==> src/rtl/io_port_bridge.sv <==
// External-side bridge for the CPU's 8-bit I/O ports.
// Port 0 writes go out through a TX FIFO, and an RX mailbox feeds input port 0.
module io_port_bridge #(
    parameter int DATA_W     = 8,
    parameter int FIFO_DEPTH = 4
) (
    input  logic              clk,
    input  logic              reset,
    input  logic [DATA_W-1:0] cpu_out_p0,
    input  logic [DATA_W-1:0] cpu_out_p1,
    input  logic              cpu_we_p0,
    input  logic              cpu_we_p1,
    output logic [DATA_W-1:0] cpu_in_p0,
    output logic [DATA_W-1:0] cpu_in_p1,
    output logic [DATA_W-1:0] ext_tx_data,
    output logic              ext_tx_valid,
    input  logic              ext_tx_ready,
    input  logic [DATA_W-1:0] ext_rx_data,
    input  logic              ext_rx_valid,
    output logic              ext_rx_ready
);

    localparam int PTR_W = $clog2(FIFO_DEPTH);
    localparam int CNT_W = PTR_W + 1;

    typedef enum logic {
        RX_EMPTY = 1'b0,
        RX_FULL  = 1'b1
    } rx_state_t;

    logic [DATA_W-1:0] mem_q [FIFO_DEPTH];
    logic [DATA_W-1:0] mem_d [FIFO_DEPTH];
    logic [PTR_W-1:0]  wr_ptr_q, wr_ptr_d;
    logic [PTR_W-1:0]  rd_ptr_q, rd_ptr_d;
    logic [CNT_W-1:0]  count_q, count_d;
    logic              overflow_q, overflow_d;
    rx_state_t         rx_state_q, rx_state_d;
    logic [DATA_W-1:0] rx_data_q, rx_data_d;

    logic tx_full, tx_empty, pop, push, drop, clr_ovf, rx_ack;

    assign tx_full  = (count_q == CNT_W'(FIFO_DEPTH));
    assign tx_empty = (count_q == '0);
    assign pop      = !tx_empty && ext_tx_ready;
    // A push into a full FIFO survives only when the head leaves on the same edge.
    assign push     = cpu_we_p0 && (!tx_full || pop);
    assign drop     = cpu_we_p0 && tx_full && !pop;
    assign clr_ovf  = cpu_we_p1 && cpu_out_p1[1];
    assign rx_ack   = cpu_we_p1 && cpu_out_p1[0];

    always_comb begin
        mem_d    = mem_q;
        wr_ptr_d = wr_ptr_q;
        rd_ptr_d = rd_ptr_q;
        if (push) begin
            mem_d[wr_ptr_q] = cpu_out_p0;
            wr_ptr_d        = wr_ptr_q + PTR_W'(1);
        end
        if (pop) begin
            rd_ptr_d = rd_ptr_q + PTR_W'(1);
        end
        count_d = count_q + CNT_W'(push) - CNT_W'(pop);
    end

    // A dropped push outranks a clear landing on the same edge.
    always_comb begin
        overflow_d = overflow_q;
        if (drop) begin
            overflow_d = 1'b1;
        end else if (clr_ovf) begin
            overflow_d = 1'b0;
        end
    end

    always_comb begin
        rx_state_d   = rx_state_q;
        rx_data_d    = rx_data_q;
        ext_rx_ready = 1'b0;
        unique case (rx_state_q)
            RX_EMPTY: begin
                ext_rx_ready = 1'b1;
                if (ext_rx_valid) begin
                    rx_data_d  = ext_rx_data;
                    rx_state_d = RX_FULL;
                end
            end
            RX_FULL: begin
                if (rx_ack) begin
                    rx_state_d = RX_EMPTY;
                end
            end
            default: rx_state_d = RX_EMPTY;
        endcase
    end

    always_ff @(posedge clk or posedge reset) begin
        if (reset) begin
            for (int i = 0; i < FIFO_DEPTH; i++) begin
                mem_q[i] <= '0;
            end
            wr_ptr_q   <= '0;
            rd_ptr_q   <= '0;
            count_q    <= '0;
            overflow_q <= 1'b0;
            rx_state_q <= RX_EMPTY;
            rx_data_q  <= '0;
        end else begin
            mem_q      <= mem_d;
            wr_ptr_q   <= wr_ptr_d;
            rd_ptr_q   <= rd_ptr_d;
            count_q    <= count_d;
            overflow_q <= overflow_d;
            rx_state_q <= rx_state_d;
            rx_data_q  <= rx_data_d;
        end
    end

    assign ext_tx_data  = mem_q[rd_ptr_q];
    assign ext_tx_valid = !tx_empty;
    assign cpu_in_p0    = rx_data_q;
    assign cpu_in_p1    = {{(DATA_W-4){1'b0}}, overflow_q, tx_empty, tx_full,
                           rx_state_q == RX_FULL};

endmodule

==> config.mk <==
export PLATFORM = sky130hd
export DESIGN_NAME = io_port_bridge
export DESIGN_NICKNAME = d
export VERILOG_FILES = /design/src/rtl/io_port_bridge.sv
export SDC_FILE = /design/constraint.sdc
export NUM_CORES = 1
export LEC_CHECK = 0
export CORE_UTILIZATION = 45
export CTS_CLUSTER_DIAMETER = 100
export CTS_CLUSTER_SIZE = 30
export DETAILED_ROUTE_END_ITERATION = 12
export PLACE_DENSITY = 0.72
export SETUP_SLACK_MARGIN = 0.1
export SLEW_MARGIN = 5
export SYNTH_ARGS = -nofsm -noshare
export SYNTH_HDL_FRONTEND = slang
export SYNTH_SLANG_ARGS = --single-unit
==> constraint.sdc <==
create_clock -name clk -period 2.22 [get_ports clk]
set_input_delay 0.555 -clock clk [delete_from_list [all_inputs] [get_ports clk]]
set_output_delay 0.555 -clock clk [all_outputs]
set_load 0.005 [all_outputs]
==> results.json <==
{
  "outcome": "finished clean",
  "ios": 56,
  "finalCritPeriodShare_pct": 99.8,
  "layout-drive-gt1-share_pct": 47.6,
  "worstSkewPairLatency_ns": 0.30,
  "nets": 248,
  "cts_hold_buffers": 0,
  "setup_total_negative_slack_ns": 0,
  "antennaDiodeCount": 0,
  "rsz0062_at_grt": "yes",
  "report.final.hold_viol_count": 0,
  "worstSetupEndpoint": "count_q[2]$_DFF_PP0_",
  "global_route.usage.total_pct": 18.6,
  "dp_hpwl_mm": 3.21,
  "worst_hold_path_type": "flip-flop to flip-flop",
  "instances_no_fill": 282,
  "hp-start": "overflow_q$_DFFE_PP0P_",
  "starting_density_of_the_core_pct": 46.7,
  "cp-start-kind": "flip-flop",
  "cts-buffers-inserted": 5,
  "drc_errors": 0,
  "max_cap_violations": 0,
  "postLayoutCellArea_um2": 3140,
  "power.density_cell_area_nw_per_um2": 1370,
  "timing.fmax_ghz": 0.451,
  "multiInputGateArea_um2": 1080,
  "capturing_element_type_of_the_critical_path": "flip-flop",
  "num_rows": 26,
  "ys_seq_area_share_pct": 51.0,
  "grt_start_max_net_pins": 23,
  "netlist_instances": 151,
  "worst-setup-path-type": "flip-flop to flip-flop",
  "global_route.peak_usage_layer": "met2",
  "worst_r2r_startpoint": "count_q[0]$_DFF_PP0_",
  "area_enclosed_by_the_die_boundary_um2": 5630,
  "drt_iter0_markers": 69,
  "postSynthRegisterBits": 49,
  "ys_top_cells_by_area": "sky130_fd_sc_hd__dfrtp_1 51%, sky130_fd_sc_hd__mux2_4 20%, sky130_fd_sc_hd__mux4_2 7.5%",
  "ir_worst_vdd_v": 0.000573,
  "synthDominantCellAreaShare_pct": 51.0,
  "worst_ep_required_time_ns": 2.42,
  "clock_path_buffers": 2,
  "period_needed_ns": 2.22,
  "syn_area_per_cell_um2": 15.9,
  "grt_antenna_before_repair": 0,
  "final_cell_mix": "46 x sky130_fd_sc_hd__dfrtp_1, 33 x sky130_fd_sc_hd__clkdlybuf4s50_1, 32 x sky130_fd_sc_hd__mux2_4, 15 x sky130_fd_sc_hd__buf_4, 9 x sky130_fd_sc_hd__mux2_2",
  "worst_setup_hold_path_clk_slew_ns": 0.09,
  "finalSetupViolCount": 0,
  "grt_overflow_total": 0,
  "seqCellArea_um2": 1230,
  "post_synth_num_cell_types": 25,
  "worst_r2r_path_depth": 9,
  "final.setup_skew_ns": 0.00791,
  "drt_first_pass_iters": 4,
  "cp-startpoint": "count_q[0]$_DFF_PP0_",
  "tritoncts": "done",
  "cts_root_buf": "sky130_fd_sc_hd__clkbuf_8",
  "use_met2_pct": 33.2,
  "global_route_wire_length_before_repair_mm": 7.50,
  "cts-htree-levels": 2,
  "post_drt_via_cell_ratio": 4.95,
  "dieWidth_um": 75.1,
  "standard_cell_area_after_detailed_placement_um2": 2930,
  "critPathArrivalTime_ns": 2.41,
  "post-place-cells": 263,
  "height_of_the_die_um": 75.1,
  "finalWirelength_mm": 4.68,
  "avgRoutedWirePerCell_um": 16.6,
  "synth_top_area_cell": "sky130_fd_sc_hd__dfrtp_1",
  "gp_routability_congestion": 0.711,
  "timing.final.max_slew_violations": 0,
  "drtAntennaViolNets": 0,
  "port_buffers": 45,
  "num_vias": 1395,
  "flow.area_growth_from_synthesis_pct": 30.8,
  "nFillCells": 421,
  "grtUsageMet3_pct": 3.61,
  "r2r_end": "count_q[2]$_DFF_PP0_",
  "p_leak_nw": 1.41,
  "placeable_core_area_um2": 5140,
  "tritoncts_num_sinks": 49,
  "final_common_cell": "sky130_fd_sc_hd__dfrtp_1",
  "vias_in_the_first_global_route": 1557,
  "synthesis.area_um2": 2400,
  "use_met1_pct": 22.3,
  "worst-r2r-setup-slack_ns": 0.005,
  "synth_warnings": 0,
  "crit_fanout": 3
}
what timing repair did:
action                                  CTS  global route
resized for setup                        31            13
pin swaps                                 3             1
endpoints found under the setup margin   12             9
buffers inserted                          8             3
metrics by stage:
stage	total power, mW	setup WS [ns]	utilization, %	hold WS, ns
final	4.31	0.00453	61.1	0.512
after global placement	3.48	-0.384	56.9	0.475
after global routing	4.58	-0.0469	61.1	0.524
after floorplan	2.85	0.0153	-	0.449
after detailed placement	3.60	-0.451	56.9	0.469
after CTS	4.27	-0.0106	60.3	0.507
cell type report:
class,instances,area share [%]
flip-flops and latches,49,39.1
inverters,9,1.08
repair buffers,65,19.0
clock buffers,7,2.75
clock inverters,1,0.956
multi-input cells,81,34.3
well taps,70,2.79
how the worst min path moves through the flow:
stage	cells past startpoint	end
after global routing	1	mem_q[13]$_DFFE_PP0P_
after global placement	2	overflow_q$_DFFE_PP0P_
after floorplan	2	overflow_q$_DFFE_PP0P_
final	2	overflow_q$_DFFE_PP0P_
after CTS	2	overflow_q$_DFFE_PP0P_
after detailed placement	2	overflow_q$_DFFE_PP0P_
synthesized netlist by cell type:
cell type                   n
sky130_fd_sc_hd__buf_4      8
sky130_fd_sc_hd__nor2_1     1
sky130_fd_sc_hd__clkbuf_1   1
sky130_fd_sc_hd__mux2_2     9
sky130_fd_sc_hd__or4b_4     1
sky130_fd_sc_hd__xor2_1     2
sky130_fd_sc_hd__ha_1       6
sky130_fd_sc_hd__inv_1      9
sky130_fd_sc_hd__nor2b_1    1
sky130_fd_sc_hd__conb_1     1
sky130_fd_sc_hd__mux4_2     8
sky130_fd_sc_hd__o31a_2     1
sky130_fd_sc_hd__mux2_4    32
sky130_fd_sc_hd__o21ai_0    1
sky130_fd_sc_hd__nand2_1    4
sky130_fd_sc_hd__buf_6      4
sky130_fd_sc_hd__xnor2_1    3
sky130_fd_sc_hd__a31oi_1    1
sky130_fd_sc_hd__dfrtp_1   49
sky130_fd_sc_hd__buf_2      1
sky130_fd_sc_hd__buf_1      1
sky130_fd_sc_hd__fa_1       1
sky130_fd_sc_hd__nor3b_1    1
sky130_fd_sc_hd__or3_2      1
sky130_fd_sc_hd__and3_4     4
critical path, cell delays in order, from the launching register on:
cell and delay, ns:
sky130_fd_sc_hd__dfrtp_1 0.41, sky130_fd_sc_hd__buf_6 0.13, sky130_fd_sc_hd__or4b_4 0.55, sky130_fd_sc_hd__nand2_4 0.09, sky130_fd_sc_hd__ha_4 0.12, sky130_fd_sc_hd__inv_2 0.04, sky130_fd_sc_hd__ha_4 0.14, sky130_fd_sc_hd__fa_2 0.35
sky130_fd_sc_hd__xor2_2 0.16, sky130_fd_sc_hd__xnor2_1 0.12
where the power goes:
part	total, mW	switching, mW	internal, mW	leakage (nW)
combinational	2.05	0.662	1.39	0.780
sequential	1.61	0.292	1.32	0.576
clock	0.651	0.284	0.367	0.0585
routing by layer:
metal / vias to the layer above / routed length [um]
met3: 7 / 134
met2: 28 / 2510
met5: - / 0
met1: 731 / 1980
met4: 0 / 58
li1: 629 / -
sequential cells by signal (all words and copies together) (netlist names):
name and cells:
count_q 3, cpu_in_p0 8, mem_q 32, overflow_q 1, rd_ptr_q 2, rx_state_q 1, wr_ptr_q 2
logic make-up after synthesis:
family,after synthesis,share of synthesized area [%]
muxes,49,31.7
other,1,0.156
adders and majority gates,7,3.96
and+or+nand+nor,13,4.11
AOI/OAI and AO/OA,3,0.885
xor gates and xnor gates,5,1.82
DFF,49,51.0
buffers and inverters,24,6.30
Power figures use the tool's default switching activity.
